===== config.mk =====
export PLATFORM = sky130hd
export DESIGN_NAME = mem_port_arbiter_flat
export DESIGN_NICKNAME = d
export VERILOG_FILES = /design/src/rtl/mem_port_arbiter_if.sv /design/src/rtl/mem_port_arbiter.sv /design/src/flat_wrapper.sv
export SDC_FILE = /design/constraint.sdc
export NUM_CORES = 1
export LEC_CHECK = 0
export CAP_MARGIN = 20
export CORE_AREA = 5 5 134 136
export CTS_CLUSTER_DIAMETER = 120
export DETAILED_ROUTE_END_ITERATION = 7
export DIE_AREA = 0 0 139 141
export PLACE_DENSITY = 0.73
export REMOVE_ABC_BUFFERS = 1
export SLEW_MARGIN = 10
export SYNTH_ARGS = -nofsm -noshare
export SYNTH_HDL_FRONTEND = slang
export SYNTH_SLANG_ARGS = --single-unit

===== constraint.sdc =====
create_clock -name clk_i -period 3.2 [get_ports clk_i]
set_input_delay 0.96 -clock clk_i [delete_from_list [all_inputs] [get_ports clk_i]]
set_output_delay 0.96 -clock clk_i [all_outputs]
set_load 0.01 [all_outputs]

===== src/rtl/mem_port_arbiter_if.sv =====
// Requester-side and SRAM-side signal bundle for mem_port_arbiter.
// slave = the arbiter, master = requesters plus the SRAM macro.
interface mem_port_arbiter_if #(
  parameter int NUM_PORTS  = 3,
  parameter int ADDR_WIDTH = 32,
  parameter int DATA_WIDTH = 32
);
  localparam int BE_W  = DATA_WIDTH / 8;
  localparam int IDX_W = $clog2(NUM_PORTS);

  logic [NUM_PORTS-1:0]            req_i;
  logic [NUM_PORTS-1:0]            gnt_o;
  logic [NUM_PORTS-1:0]            we_i;
  logic [NUM_PORTS*ADDR_WIDTH-1:0] addr_i;
  logic [NUM_PORTS*BE_W-1:0]       be_i;
  logic [NUM_PORTS*DATA_WIDTH-1:0] wdata_i;
  logic [NUM_PORTS-1:0]            rvalid_o;
  logic [DATA_WIDTH-1:0]           rdata_o;

  logic                            mem_req_o;
  logic                            mem_we_o;
  logic [ADDR_WIDTH-1:0]           mem_addr_o;
  logic [BE_W-1:0]                 mem_be_o;
  logic [DATA_WIDTH-1:0]           mem_wdata_o;
  logic [DATA_WIDTH-1:0]           mem_rdata_i;
  logic [IDX_W-1:0]                grant_idx_o;

  modport slave (
    input  req_i, we_i, addr_i, be_i, wdata_i, mem_rdata_i,
    output gnt_o, rvalid_o, rdata_o,
    output mem_req_o, mem_we_o, mem_addr_o, mem_be_o, mem_wdata_o, grant_idx_o
  );

  modport master (
    output req_i, we_i, addr_i, be_i, wdata_i, mem_rdata_i,
    input  gnt_o, rvalid_o, rdata_o,
    input  mem_req_o, mem_we_o, mem_addr_o, mem_be_o, mem_wdata_o, grant_idx_o
  );
endinterface


===== src/rtl/mem_port_arbiter.sv =====
// Round-robin arbiter sharing one fixed-latency SRAM between NUM_PORTS req/gnt/rvalid masters.
// Define MEM_PORT_ARBITER_OUT_REG_EN to register the SRAM-side outputs (rvalid lags gnt by 2).
module mem_port_arbiter #(
  parameter int NUM_PORTS  = 3,
  parameter int ADDR_WIDTH = 32,
  parameter int DATA_WIDTH = 32
) (
  input  logic                clk_i,
  input  logic                rst_i,
  mem_port_arbiter_if.slave   bus
);
  localparam int IDX_W = $clog2(NUM_PORTS);
  localparam int BE_W  = DATA_WIDTH / 8;

  typedef logic [IDX_W-1:0] idx_t;

  localparam idx_t LAST_IDX = idx_t'(NUM_PORTS - 1);

  // Explicit wrap keeps non-power-of-2 port counts in range.
  function automatic idx_t wrap_inc(input idx_t i);
    return (i == LAST_IDX) ? '0 : idx_t'(i + 1'b1);
  endfunction

  idx_t                  rr_ptr;
  idx_t                  grant_idx_q;
  idx_t                  win_idx;
  idx_t                  sel;
  logic                  grant;
  logic [NUM_PORTS-1:0]  gnt;

  logic                  mux_we;
  logic [ADDR_WIDTH-1:0] mux_addr;
  logic [BE_W-1:0]       mux_be;
  logic [DATA_WIDTH-1:0] mux_wdata;

  logic                  out_vld;
  idx_t                  out_idx;
  logic [NUM_PORTS-1:0]  rvalid;

  // NOTE: every always_comb output gets a default before any branch, so no path
  // leaves a variable unassigned and no latch is inferred.
  always_comb begin : arbitrate
    idx_t cand;
    grant   = 1'b0;
    win_idx = '0;
    gnt     = '0;
    cand    = rr_ptr;
    for (int k = 0; k < NUM_PORTS; k++) begin
      cand = wrap_inc(cand);
      if (!grant && bus.req_i[cand]) begin
        grant   = 1'b1;
        win_idx = cand;
      end
    end
    if (rst_i) grant = 1'b0;
    if (grant) gnt[win_idx] = 1'b1;
  end

  // NOTE: state registers use non-blocking assignments so every flop samples
  // pre-edge values regardless of statement order.
  always_ff @(posedge clk_i) begin
    if (rst_i) begin
      rr_ptr      <= LAST_IDX;
      grant_idx_q <= '0;
    end else if (grant) begin
      rr_ptr      <= win_idx;
      grant_idx_q <= win_idx;
    end
  end

  // Idle cycles select port 0 so the SRAM fields never float to X.
  always_comb begin
    sel       = grant ? win_idx : '0;
    mux_we    = bus.we_i[sel];
    mux_addr  = bus.addr_i[int'(sel) * ADDR_WIDTH +: ADDR_WIDTH];
    mux_be    = bus.be_i[int'(sel) * BE_W +: BE_W];
    mux_wdata = bus.wdata_i[int'(sel) * DATA_WIDTH +: DATA_WIDTH];
  end

`ifdef MEM_PORT_ARBITER_OUT_REG_EN
  logic [1:0]            resp_vld;
  idx_t                  resp_idx [2];
  logic                  mem_req_q;
  logic                  mem_we_q;
  logic [ADDR_WIDTH-1:0] mem_addr_q;
  logic [BE_W-1:0]       mem_be_q;
  logic [DATA_WIDTH-1:0] mem_wdata_q;

  always_ff @(posedge clk_i) begin
    if (rst_i) begin
      resp_vld    <= '0;
      resp_idx[0] <= '0;
      resp_idx[1] <= '0;
      mem_req_q   <= 1'b0;
    end else begin
      resp_vld    <= {resp_vld[0], grant};
      resp_idx[0] <= win_idx;
      resp_idx[1] <= resp_idx[0];
      mem_req_q   <= grant;
    end
  end

  // Data fields only qualify mem_req, so they carry no reset.
  always_ff @(posedge clk_i) begin
    mem_we_q    <= mux_we;
    mem_addr_q  <= mux_addr;
    mem_be_q    <= mux_be;
    mem_wdata_q <= mux_wdata;
  end

  assign out_vld         = resp_vld[1];
  assign out_idx         = resp_idx[1];
  assign bus.mem_req_o   = mem_req_q && !rst_i;
  assign bus.mem_we_o    = mem_we_q;
  assign bus.mem_addr_o  = mem_addr_q;
  assign bus.mem_be_o    = mem_be_q;
  assign bus.mem_wdata_o = mem_wdata_q;
`else
  logic resp_vld;
  idx_t resp_idx;

  always_ff @(posedge clk_i) begin
    if (rst_i) begin
      resp_vld <= 1'b0;
      resp_idx <= '0;
    end else begin
      resp_vld <= grant;
      if (grant) resp_idx <= win_idx;
    end
  end

  assign out_vld         = resp_vld;
  assign out_idx         = resp_idx;
  assign bus.mem_req_o   = grant;
  assign bus.mem_we_o    = mux_we;
  assign bus.mem_addr_o  = mux_addr;
  assign bus.mem_be_o    = mux_be;
  assign bus.mem_wdata_o = mux_wdata;
`endif

  // A response still in flight when reset arrives is suppressed.
  always_comb begin
    rvalid = '0;
    if (out_vld && !rst_i) rvalid[out_idx] = 1'b1;
  end

  assign bus.gnt_o       = gnt;
  assign bus.rvalid_o    = rvalid;
  assign bus.rdata_o     = bus.mem_rdata_i;
  assign bus.grant_idx_o = grant_idx_q;

endmodule


===== src/flat_wrapper.sv =====
// flat-port wrapper written by rule: the top's interface ports become plain ports
module mem_port_arbiter_flat 
#(
  parameter int NUM_PORTS  = 3,
  parameter int ADDR_WIDTH = 32,
  parameter int DATA_WIDTH = 32
)
  (clk_i, rst_i, bus_req_i, bus_we_i, bus_addr_i, bus_be_i, bus_wdata_i, bus_mem_rdata_i, bus_gnt_o, bus_rvalid_o, bus_rdata_o, bus_mem_req_o, bus_mem_we_o, bus_mem_addr_o, bus_mem_be_o, bus_mem_wdata_o, bus_grant_idx_o);
  mem_port_arbiter_if #(.NUM_PORTS(NUM_PORTS), .ADDR_WIDTH(ADDR_WIDTH), .DATA_WIDTH(DATA_WIDTH)) bus_i ();
  input  logic clk_i;
  input  logic rst_i;
  input wire logic [$bits(bus_i.req_i)-1:0] bus_req_i;
  input wire logic [$bits(bus_i.we_i)-1:0] bus_we_i;
  input wire logic [$bits(bus_i.addr_i)-1:0] bus_addr_i;
  input wire logic [$bits(bus_i.be_i)-1:0] bus_be_i;
  input wire logic [$bits(bus_i.wdata_i)-1:0] bus_wdata_i;
  input wire logic [$bits(bus_i.mem_rdata_i)-1:0] bus_mem_rdata_i;
  output wire logic [$bits(bus_i.gnt_o)-1:0] bus_gnt_o;
  output wire logic [$bits(bus_i.rvalid_o)-1:0] bus_rvalid_o;
  output wire logic [$bits(bus_i.rdata_o)-1:0] bus_rdata_o;
  output wire logic [$bits(bus_i.mem_req_o)-1:0] bus_mem_req_o;
  output wire logic [$bits(bus_i.mem_we_o)-1:0] bus_mem_we_o;
  output wire logic [$bits(bus_i.mem_addr_o)-1:0] bus_mem_addr_o;
  output wire logic [$bits(bus_i.mem_be_o)-1:0] bus_mem_be_o;
  output wire logic [$bits(bus_i.mem_wdata_o)-1:0] bus_mem_wdata_o;
  output wire logic [$bits(bus_i.grant_idx_o)-1:0] bus_grant_idx_o;
  assign bus_i.req_i = bus_req_i;
  assign bus_i.we_i = bus_we_i;
  assign bus_i.addr_i = bus_addr_i;
  assign bus_i.be_i = bus_be_i;
  assign bus_i.wdata_i = bus_wdata_i;
  assign bus_i.mem_rdata_i = bus_mem_rdata_i;
  assign bus_gnt_o = bus_i.gnt_o;
  assign bus_rvalid_o = bus_i.rvalid_o;
  assign bus_rdata_o = bus_i.rdata_o;
  assign bus_mem_req_o = bus_i.mem_req_o;
  assign bus_mem_we_o = bus_i.mem_we_o;
  assign bus_mem_addr_o = bus_i.mem_addr_o;
  assign bus_mem_be_o = bus_i.mem_be_o;
  assign bus_mem_wdata_o = bus_i.mem_wdata_o;
  assign bus_grant_idx_o = bus_i.grant_idx_o;
  mem_port_arbiter #(.NUM_PORTS(NUM_PORTS), .ADDR_WIDTH(ADDR_WIDTH), .DATA_WIDTH(DATA_WIDTH)) u_core (.clk_i(clk_i), .rst_i(rst_i), .bus(bus_i));
endmodule

# [Word level (Yosys, flattened, before mapping)]
# Cells that the tools add are included.
[word_totals] elab_cells=53 out_inout_bits=110 input_bits=244 register_bits=5
[op_classes] n_eq_ne=3 n_reduce_logical=8 shifts=3 addsub=3 mux=25 magnitude_cmp=8
[op_table] cell="96-bit by 8-bit indexed part select with 32-bit output" count=2
[op_table] cell="2-bit by 3-bit < comparator with 1-bit output (second input constant)" count=6
[op_table] cell="2-bit 2-to-1 mux" count=7
[op_table] cell="12-bit by 5-bit indexed part select with 4-bit output" count=1
[op_table] cell="1-bit 2-to-1 mux" count=10
[op_table] cell="1-bit binary-select mux with 2-bit select" count=4
[op_table] cell="2-bit by 1-bit adder with 2-bit output (second input constant)" count=3
[op_table] cell="2-bit equality test (second input constant)" count=3
[op_table] cell="3-bit 2-to-1 mux" count=2
[op_table] cell="1-bit logical AND" count=5
[op_table] cell="1-bit demux with 2-bit select" count=2
[op_table] cell="2-bit by 1-bit >= comparator with 1-bit output (second input constant)" count=2
[op_table] cell="1-bit zero test" count=3

# [Logic depth before layout (Yosys ltp)]
# Gate-level depths: netlist (run 1).
[logic_depth] word_depth=16 mapped_depth=7 mapped_depth_nobuf=4

# [Least setup slack after synthesis (run 1)]
# OpenSTA, ideal clock, no wires.
[synth_timing] kind="input to output" startpoint="input bus_req_i[0]" endpoint="output bus_mem_addr_o[10]" arrival_time_ps=2044 path_buffers=2 required_ps=2240 setup_slack_ps=196 stages=6 path_cell_list="nor2_1 a21oi_1 or3_1 buf_6 buf_8 mux2_4"
[synth_between] elab_chain_len=12 elab_cells_between_ends=19 classes_between="1 x shift; 14 x mux; 4 x reduce/logical"
[synth_rtl] item="from (decl)" line_no="flat_wrapper.sv:12" text="input wire logic [$bits(bus_i.req_i)-1:0] bus_req_i;"
[synth_rtl] item="1-bit binary-select mux with 2-bit select" line_no="mem_port_arbiter.sv:50" text="if (!grant && bus.req_i[cand]) begin"
[synth_rtl] item="1-bit 2-to-1 mux (implied by the code)" line_no="mem_port_arbiter.sv:50"
[synth_rtl] item="1-bit 2-to-1 mux" line_no="mem_port_arbiter.sv:50"
[synth_rtl] item="1-bit zero test" line_no="mem_port_arbiter.sv:50"
[synth_rtl] item="1-bit logical AND" line_no="mem_port_arbiter.sv:50"
[synth_rtl] item="1-bit 2-to-1 mux" line_no="mem_port_arbiter.sv:50"
[synth_rtl] item="1-bit zero test" line_no="mem_port_arbiter.sv:50"
[synth_rtl] item="1-bit logical AND" line_no="mem_port_arbiter.sv:50"
[synth_rtl] item="1-bit 2-to-1 mux" line_no="mem_port_arbiter.sv:50"
[synth_rtl] item="1-bit 2-to-1 mux" line_no="mem_port_arbiter.sv:55" text="if (rst_i) grant = 1'b0;"
[synth_rtl] item="2-bit 2-to-1 mux *" line_no="mem_port_arbiter.sv:73" text="sel = grant ? win_idx : '0;"
[synth_rtl] item="96-bit by 8-bit indexed part select with 32-bit output *" line_no="mem_port_arbiter.sv:75" text="mux_addr = bus.addr_i[int'(sel) * ADDR_WIDTH +: ADDR_WIDTH];"
[synth_rtl] item="to (decl)" line_no="flat_wrapper.sv:23" text="output wire logic [$bits(bus_i.mem_addr_o)-1:0] bus_mem_addr_o;"
# Every way passes the cells marked *; elsewhere a longest branch is shown, timed or not. The select of a mux whose other input is x is not followed.

# [Worst setup path in the final report (run 1)]
[layout_timing] startpoint="input bus_req_i[0]" endpoint="output bus_mem_wdata_o[24]"
[layout_between] elab_chain_len=12 elab_cells_between_ends=19 classes_between="1 x shift; 14 x mux; 4 x reduce/logical"
[layout_rtl] item="1-bit binary-select mux with 2-bit select" line_no="mem_port_arbiter.sv:50"
[layout_rtl] item="1-bit 2-to-1 mux (implied by the code)" line_no="mem_port_arbiter.sv:50"
[layout_rtl] item="1-bit 2-to-1 mux" line_no="mem_port_arbiter.sv:50"
[layout_rtl] item="1-bit zero test" line_no="mem_port_arbiter.sv:50"
[layout_rtl] item="1-bit logical AND" line_no="mem_port_arbiter.sv:50"
[layout_rtl] item="1-bit 2-to-1 mux" line_no="mem_port_arbiter.sv:50"
[layout_rtl] item="1-bit zero test" line_no="mem_port_arbiter.sv:50"
[layout_rtl] item="1-bit logical AND" line_no="mem_port_arbiter.sv:50"
[layout_rtl] item="1-bit 2-to-1 mux" line_no="mem_port_arbiter.sv:50"
[layout_rtl] item="1-bit 2-to-1 mux" line_no="mem_port_arbiter.sv:55"
[layout_rtl] item="2-bit 2-to-1 mux *" line_no="mem_port_arbiter.sv:73"
[layout_rtl] item="96-bit by 8-bit indexed part select with 32-bit output *" line_no="mem_port_arbiter.sv:77" text="mux_wdata = bus.wdata_i[int'(sel) * DATA_WIDTH +: DATA_WIDTH];"
[layout_rtl] item="to (decl)" line_no="flat_wrapper.sv:25" text="output wire logic [$bits(bus_i.mem_wdata_o)-1:0] bus_mem_wdata_o;"
# Marks and branches as above.

==> reports/summary.txt, run 1 <==
Cell Area, Synth: 0.00341 mm²
Die ar.: 0.0196 mm²
Cell repeated most along the worst path: buf_8
Syn Inst Count: 466
RSZ-0062 raised after global routing: true
Synth Register Bits: 4
Max Fanout on Critical Path: 7
Synth area leaders: o211ai_1 30%, mux2_4 30%, nand2_1 15%
Slew Viols, Final: 0
Num ports: 354
Initial Utilization: 20.3%
Critical Path Max Stage Delay: 420 ps
Layout Nets: 1,000
Drt total wl: 20.5 mm
Clock latency on the worst-skew pair: 230 ps
Post-DRT Antenna Nets: 0
Hold path depth: 2
Setup Skew: 3.95 ps
FFs w/ async S/R, synth: 0%
Leak: 3.22 nW
Final min period: 3360 ps
Diode count: 0
Global-route wire length before repair: 29.2 mm
CP Launch Type: input port
DRC errors left: 0
Arrival time at the worst endpoint: 2400 ps
Reg2Reg Depth: 7
Worst EP required: 2240 ps
Sinks on Clock Net: 4
Die Y: 141 µm
Worst vdd rail ir drop: 0.000159 V
Pin count of the biggest net entering global routing: 70
Post-synth top area share: 30.4%
CTS tree: built
Critical path class: in -> out
Failing checks: negative setup slack
CTS Hold Bufs: 0
Root buffer cell: clkbuf_16
Post-synthesis cell type count: 28
Area delta synth->final: 120%
Crit. End Element: output port
Port Buffers: 289
Synth Flop Type: dfxtp_1
Core Area: 0.0168 mm²
Initial antenna violation count: 0
Routed len/inst: 20.9 µm
Starting DRT DRC Count: 174
Final Setup Violations: 69
CTS clk-pin slew, worst paths: 30 ps
Fin Hold WS: 527 ps
Highest Clock Rate: 0.297 GHz
PnR worst setup slack: -163 ps
Share of layout cells above drive strength 1: 32.2%
FILL cells: 1,610
DR pass1 iterations: 8
Max clock buf depth: 2
Crit-path cells: buf_8, nor2_4, a21oi_2, or3_4, buf_12, buf_8, mux2_4, buf_6
Post-synth EDFFs: 0
Worst slew margin: 77.1%
Cell taking the most area after synthesis: o211ai_1
Synth Warn #: 0
Total Neg Setup Slack: -9110 ps
Via count: 4,787
Die width: 139 µm
Pin slew with the least headroom to its limit: 344 ps
GRT Resource Usage Total: 18.9%
# Max-Cap Violations: 0
Status: complete, but fails checks
Sequential area share after synthesis: 2.35%
Vias per cell: 4.89
Area occupied by multi-input gates: 0.00279 mm²
Worst path slowest cell: or3_4
Register Area: 80.1 µm²
Final hold viol count: 0
Fin crit share: 105%
CTS buffer count: 3
Htree depth: 1
Vias in the first global route: 4,858
Post-DP HPWL: 13.5 mm
# rows: 48
GRT Residual Overflow: 0
Min-Delay Path Class: reg -> reg
Placement Setup Slack: -936 ps
PD cells: 218 mW/mm²
Syn Area/Cell: 7.31 µm²
Final Wtd Congestion: 0.824
stage by stage:
stage / cells / power, mW / util, % / instance area, µm²
2_1_floorplan: 376 / 0.542 / - / 2840
3_3_place_gp: 924 / 1.19 / 38.3 / 6450
3_5_place_dp: 924 / 1.20 / 38.3 / 6450
4_1_cts: 970 / 1.61 / 43.5 / 7320
5_1_grt: 979 / 1.72 / 44.6 / 7500
6_report: 979 / 1.64 / 44.6 / 7500
flip-flops by register name (all words and copies together) (netlist names):
register and cells:
u_core.out_vld 1, u_core.rr_ptr 1, u_core.bus.grant_idx_o 2
power breakdown:
group | internal [mW] | total, mW | switching, mW
sequential | 0.0538 | 0.0574 | 0.00361
clock | 0.160 | 0.200 | 0.0404
combinational | 0.870 | 1.38 | 0.509
cells in the final DEF, fill, tap and decap left out, types with 2 or more instances in the layout:
master	n
clkbuf_16	5
o211ai_1	138
buf_6	83
mux2_4	68
bufbuf_16	2
buf_16	9
buf_2	2
nand2_1	139
nor2_1	4
buf_12	21
nand2b_2	2
nor2b_4	2
buf_8	10
inv_1	3
dlygate4sd2_1	2
buf_4	31
dfxtp_1	4
clkdlybuf4s50_1	212
worst max-delay path, delay by kind of cell:
kind                   cells  cell delay [ps]
multiplexers               1              300
buffers and inverters      4              550
AO/OA/AOI/OAI              1               40
AND/OR/NAND/NOR            2              530
final timing paths:
check	endpoint	slack, ps	start
setup / recovery	bus_mem_wdata_o[24]	-160	bus_req_i[0]
hold / removal	u_core.bus.grant_idx_o[1]	530	u_core.bus.grant_idx_o[1]
setup reg to reg	u_core.bus.grant_idx_o[1]	1590	u_core.bus.grant_idx_o[0]
hold reg to reg	u_core.bus.grant_idx_o[1]	530	u_core.bus.grant_idx_o[1]
logic make-up after synthesis:
kind of cell	after synthesis	share of synthesized area, %
AOI/OAI and AO/OA	144	31.7
buffers and inverters	93	17.1
DFF	4	2.35
muxes	69	30.3
and+or+nand+nor	156	18.6
cell type report:
cell class	instances	share of cell area (%)
inverter	3	0.150
timing repair buffer	375	56.8
clock buffer	3	1.00
tap	225	3.75
sequential	4	1.07
multi-input combinational	369	37.2
metal layers:
| metal | GRT usage (%) | vias up | wire length, µm |
|---|---|---|---|
| li1 | - | 2259 | - |
| met1 | 22.7 | 2230 | 8100 |
| met2 | 31.4 | 273 | 9600 |
| met3 | 8.85 | 25 | 2470 |
| met4 | 3.19 | 0 | 292 |
| met5 | 0 | - | 0 |
timing repair:
action | 4_1_cts | 5_1_grt
gates resized for setup | 402 | 20
pin swaps | 42 | 18
buffers inserted | 32 | 10
cloned | 11 | 2
endpoints found under the setup margin | 76 | 73
hold endpoints to repair | 0 | 0
cells in the mapped netlist (all sizes together), types with 2 or more instances:
master and number:
nor2 5, nand2b 2, nand2 139, o211ai 138, a21oi 2, clkbuf 32
buf 58, inv 3, nor2b 2, dfxtp 4, mux2 69
No activity file was read; power rests on OpenSTA's default activity.
==> run 2, diff against run 1 <==
--- a/config.mk
+++ b/config.mk
@@ -5,12 +5,13 @@
 export SDC_FILE = /design/constraint.sdc
 export NUM_CORES = 1
 export LEC_CHECK = 0
+export ABC_AREA = 1
 export CAP_MARGIN = 20
-export CORE_AREA = 5 5 134 136
+export CORE_AREA = 5 5 133 135
 export CTS_CLUSTER_DIAMETER = 120
 export DETAILED_ROUTE_END_ITERATION = 7
-export DIE_AREA = 0 0 139 141
-export PLACE_DENSITY = 0.73
+export DIE_AREA = 0 0 138 140
+export PLACE_DENSITY = 0.62
 export REMOVE_ABC_BUFFERS = 1
 export SLEW_MARGIN = 10
 export SYNTH_ARGS = -nofsm -noshare
==> run 2 against run 1 <==
Compared with the run above:
- the flow still finishes with violations (negative setup slack)
- critical path depth grew 6
- routed wire length is essentially flat
- synthesized area shrank 17%
- cell area grew 0.55%
- via count grew 1.8%
- core utilization grew 1.5 points
- setup slack lost 90 ps
- first-iteration DRC count shrank 47%
- clock power shrank 3%
- fmax shrank 2.6%
- register-to-register slack lost 410 ps
- cell count grew 16%
==> reports/summary.txt, run 2 <==
Status: complete, but fails checks
Failing checks: negative setup slack
Cell taking the most area after synthesis: nand2_1
Setup Skew: 0.529 ps
Max clock buf depth: 2
Clock latency on the worst-skew pair: 220 ps
Hold path depth: 2
Final Setup Violations: 69
DR pass1 iterations: 4
Arrival time at the worst endpoint: 2490 ps
Largest family of logic cells by synthesized area: simple AND/OR/NAND/NOR gates
Core Area: 0.0163 mm²
Leak: 3.99 nW
Drt total wl: 20.5 mm
Commonest non-fill, non-tap cell in the layout: clkdlybuf4s50_1
Post-DP HPWL: 12.2 mm
Final Instance Area: 0.00754 mm²
Cell Area, Synth: 0.00283 mm²
Worst slew margin: 71.9%
Syn Area/Cell: 4.65 µm²
Post-synth top area share: 29.5%
FFs w/ async S/R, synth: 0%
CTS tree: built
Num ports: 354
Root buffer cell: clkbuf_16
Reg2Reg Launch Point: u_core.bus.grant_idx_o[0]
Syn Inst Count: 610
Routed len/inst: 18.0 µm
HP Start: u_core.bus.grant_idx_o[1]
Pin count of the biggest net entering global routing: 36
Area delta synth->final: 166%
Diode count: 0
Most frequent cells after synthesis: 223 x nand2_1, 147 x inv_1, 143 x nand3_1
FILL cells: 1,679
Worst EP required: 2240 ps
Die width: 138 µm
Die Y: 140 µm
PnR worst setup slack: -253 ps
Post-DRT Antenna Nets: 0
Placement Setup Slack: -964 ps
Final hold viol count: 0
Synth Register Bits: 4
CP Launch Type: input port
Final Non-Filler Cells: 1,137
Fin util: 46.1%
Synth Area in Adders: 0%
Highest Clock Rate: 0.290 GHz
Vias in the first global route: 4,863
Max Fanout on Critical Path: 8
PD cells: 285 mW/mm²
GRT Residual Overflow: 0
Share of layout cells above drive strength 1: 32.9%
Synth Flop Type: dfxtp_1
Post-DP Area: 0.00580 mm²
XOR/XNOR share of the synthesized area: 0%
Most frequent cells in the layout: 210 x clkdlybuf4s50_1, 167 x nand2_1, 142 x inv_1, 78 x nand3_1, 57 x nand3_2
Final Wtd Congestion: 0.909
Final min period: 3450 ps
Reg2Reg Depth: 11
# Max-Cap Violations: 0
Initial Utilization: 17.3%
Critical path class: in -> out
Port Buffers: 289
Post-synthesis compound-gate area fraction: 0.927%
DRC errors left: 0
Flop2flop setup slack: 1180 ps
Starting DRT DRC Count: 92
Register Area: 80.1 µm²
Post-synthesis mux area share: 0%
Max reg flops: 2
Area occupied by multi-input gates: 0.00246 mm²
CTS buffer count: 3
Initial antenna violation count: 0
Synth area leaders: nand2_1 30%, nand3_1 25%, inv_1 19%
Slew Viols, Final: 0
Post-synthesis simple-gate area fraction: 59.0%
Htree depth: 1
RSZ-0062 raised after global routing: true
Layout Nets: 1,163
Fin Hold WS: 519 ps
GRT Resource Usage Total: 18.7%
Post-synth EDFFs: 0
Synth Warn #: 0
# placed instances: 1,072
Post-synthesis cell type count: 21
Die ar.: 0.0193 mm²
Top-count cell post-synth: nand2_1
Via count: 4,872
Hold endpoint: u_core.bus.grant_idx_o[1]
Worst vdd rail ir drop: 0.000165 V
Vias per cell: 4.28
Sequential area share after synthesis: 2.83%
Pin slew with the least headroom to its limit: 421 ps
R2R Path End: u_core.bus.grant_idx_o[1]
Fin crit share: 108%
Sinks on Clock Net: 4
Crit. End Element: output port
Min-Delay Path Class: reg -> reg
Global-route wire length before repair: 28.3 mm
CTS clk-pin slew, worst paths: 30 ps
# rows: 47
## run 2: changes by cell type in the layout (fill, tap and decap cells not counted), moves of 28 or more
cell and delta:
mux2_4 -68, nand3_1 +78, buf_6 -58, inv_1 +139, buf_2 +50, nand2_1 +28, nand2_4 +34, o211ai_1 -137
nand3_2 +57
## run 2: layout make-up
| class | count | share of cell area, % |
|---|---|---|
| multi-input cells | 387 | 32.6 |
| clock buffers | 3 | 0.995 |
| flip-flops and latches | 4 | 1.06 |
| repair buffers | 372 | 53.8 |
| inverters | 151 | 7.95 |
| well taps | 220 | 3.65 |
## run 2: how the worst max path moves through the flow
stage	depth (start not counted)	to	slack (ps)	start
6_report	14	bus_mem_addr_o[16]	-250	bus_req_i[0]
5_1_grt	14	bus_mem_addr_o[16]	-340	bus_req_i[0]
4_1_cts	12	bus_mem_addr_o[5]	-240	bus_req_i[1]
3_5_place_dp	13	bus_mem_addr_o[25]	-960	bus_req_i[2]
3_3_place_gp	11	bus_mem_wdata_o[16]	-920	bus_req_i[1]
2_1_floorplan	11	bus_mem_addr_o[0]	-620	bus_req_i[2]
## run 2: critical path, cell delays in order
cell     delay [ps]
buf_8           110
nand3_4          80
inv_2            50
nor2_4          150
nand4_1         170
nand2_4         170
nand2_8         100
buf_6           150
buf_16          150
buf_6           110
nand2_2          40
nand3_2          70
nand2_2          80
buf_6           100
## run 2: where the power goes
part	total, mW	switching [mW]	internal [mW]
registers	0.0639	0.00790	0.0560
logic	1.89	0.885	1.01
clock network	0.194	0.0342	0.160
total	2.15	0.927	1.22
## run 2: repair_timing
action                                  CTS  global route
hold buffers                              0             0
setup buffers                            32             8
gates resized for setup                 469            86
pin swaps                                50            42
endpoints found under the setup margin   76            75
cloned                                   21             7
## run 2: cells by family after synthesis
| family | Yosys count |
|---|---|
| AND/OR/NAND/NOR | 383 |
| buffers and inverters | 219 |
| flip-flops | 4 |
| AO/OA/AOI/OAI | 4 |
## run 2: per-layer routing
layer  routed length (µm)  GRT usage [%]  vias up
li1                     -              -     2405
met1                 8140           21.6     2160
met2                 9960           33.7      267
met3                 1760           6.34       40
met4                  596           3.64        0
met5                    0           1.25        -
## run 2: stage by stage
step / power, mW / setup TNS (ps)
final: 2.15 / -10080
after global routing: 2.29 / -16850
after CTS: 2.06 / -8300
after detailed placement: 1.41 / -66000
after global placement: 1.42 / -62720
after floorplan: 0.571 / -43970
==> run 3, diff against run 2 <==
--- a/config.mk
+++ b/config.mk
@@ -13,6 +13,7 @@
 export DIE_AREA = 0 0 138 140
 export PLACE_DENSITY = 0.62
 export REMOVE_ABC_BUFFERS = 1
+export SKIP_CTS_REPAIR_TIMING = 1
 export SLEW_MARGIN = 10
 export SYNTH_ARGS = -nofsm -noshare
 export SYNTH_HDL_FRONTEND = slang
==> run 3 against run 2 <==
Compared with the run above:
- the flow still finishes with violations (negative setup slack)
- combinational power fell by 17%
- total power fell by 15%
- global-route usage fell by 4.9 points
- hold slack got worse by 9.2 ps
- non-clock buffer count is 26 lower
- cell count is 2.3% lower
- clock skew hardly changed
- clock-buffer cell count is the same
- critical path type unchanged
- highest routed layer unchanged
==> reports/summary.txt, run 3 (same netlist as run 2, synthesis figures left out) <==
Status: complete, but fails checks
Failing checks: negative setup slack
Worst path top cell family by delay: buffers and inverters
Leak: 3.61 nW
Port Buffers: 289
Max reg flops: 2
Diode count: 0
Htree depth: 1
Worst vdd rail ir drop: 0.000162 V
GRT Residual Overflow: 0
Setup Skew: 0.0949 ps
CTS buffer count: 3
Post-DP HPWL: 12.2 mm
# rows: 47
Flop2flop setup slack: 1190 ps
Worst EP required: 2240 ps
Core Area: 0.0163 mm²
Starting DRT DRC Count: 148
Hold endpoint: u_core.bus.grant_idx_o[1]
Final Instance Area: 0.00657 mm²
Highest Clock Rate: 0.292 GHz
Worst path slowest cell: clkbuf_16
# Max-Cap Violations: 0
Drt total wl: 18.7 mm
Global-route wire length before repair: 21.9 mm
Min-Delay Path Class: reg -> reg
Post-DRT Antenna Nets: 0
Hold path depth: 2
Share of layout cells above drive strength 1: 23.3%
Worst slew margin: 71.3%
Most frequent cells in the layout: 212 x clkdlybuf4s50_1, 204 x nand2_1, 141 x inv_1, 109 x nand3_1, 33 x nand3_2
Clock latency on the worst-skew pair: 220 ps
RSZ-0062 raised after global routing: true
Fin crit share: 107%
Vias in the first global route: 4,097
Layout Nets: 1,137
DR pass1 iterations: 4
Buffer and inverter count on the worst path: 7
Slew Viols, Final: 0
Final min period: 3430 ps
R2R Path End: u_core.rr_ptr[1]
Via count: 4,615
Critical Path Max Stage Delay: 170 ps
GRT Resource Usage Total: 13.8%
Die width: 138 µm
CP startpoint: bus_req_i[2]
Pin count of the biggest net entering global routing: 37
Routed len/inst: 16.9 µm
Commonest non-fill, non-tap cell in the layout: clkdlybuf4s50_1
CP Launch Type: input port
Sinks on Clock Net: 4
PD cells: 279 mW/mm²
Reg2Reg Launch Point: u_core.bus.grant_idx_o[0]
Critical path class: in -> out
Max clock buf depth: 2
Final Wtd Congestion: 0.909
Area delta synth->final: 132%
HP Start: u_core.bus.grant_idx_o[1]
Vias per cell: 4.15
CTS clk-pin slew, worst paths: 30 ps
Crit-path cells: buf_8, inv_4, nand3_2, nand3_4, nand3_2, nand2_2, clkinv_4, nand2_8, buf_8, buf_6, clkbuf_16, nand3_1, nand2_1, buf_6
Num ports: 354
Crit. End Element: output port
Pin slew with the least headroom to its limit: 431 ps
DRC errors left: 0
Final Setup Violations: 70
Arrival time at the worst endpoint: 2470 ps
Die ar.: 0.0193 mm²
Final hold viol count: 0
Max Fanout on Critical Path: 8
Total Neg Setup Slack: -10,810 ps
CTS tree: built
Initial Utilization: 17.3%
Die Y: 140 µm
Root buffer cell: clkbuf_16
Initial antenna violation count: 0
PnR worst setup slack: -227 ps
Post-DP Area: 0.00580 mm²
Reg2Reg Depth: 11
==> run 3: routing by layer <==
layer / global-route usage (%) / vias to the layer above / part of all wire (%)
met3: 6.31 / 34 / 9.2
li1: - / 2341 / -
met5: 1.25 / - / 0
met4: 3.12 / 0 / 1.9
met1: 16.4 / 1998 / 41
met2: 22.9 / 242 / 48
==> run 3: layout make-up <==
class,instances,area (µm²)
Tap cell,220,275
Timing Repair Buffer,346,3550
Fill cell,1769,9780
Sequential cell,4,80.1
Clock buffer,3,75.1
Multi-Input combinational cell,387,2000
Inverter,151,592
==> run 3: worst max path at each step <==
stage	depth (start not counted)	end	slack (ps)
finish	14	bus_mem_wdata_o[11]	-230
global route	14	bus_mem_wdata_o[3]	-330
CTS	13	bus_mem_addr_o[25]	-970
detailed placement	13	bus_mem_addr_o[25]	-960
global placement	11	bus_mem_wdata_o[16]	-920
floorplan	11	bus_mem_addr_o[0]	-620
==> run 3: tightest hold or removal path: cells and delay by family (launching register included) <==
kind / cells / cell delay [ps]
compound gates: 1 / 50
flops: 1 / 330
simple gates: 1 / 80
==> run 3: stage by stage <==
step                      instances  setup slack (ps)  hold slack, ps  power (mW)  util (%)
after floorplan                 542              -624             519       0.571         -
after global placement         1072              -921             508        1.42      35.5
after detailed placement       1072              -964             507        1.41      35.5
after CTS                      1075              -972             514        1.62      35.9
after global routing           1111              -326             526        1.97      40.2
final                          1111              -227             510        1.83      40.2
==> run 3: power by group <==
| part | switching, mW | internal (mW) | leakage, nW |
|---|---|---|---|
| sequential | 0.00633 | 0.0560 | 0.0332 |
| clock | 0.0338 | 0.160 | 0.0370 |
| combinational | 0.758 | 0.817 | 3.54 |
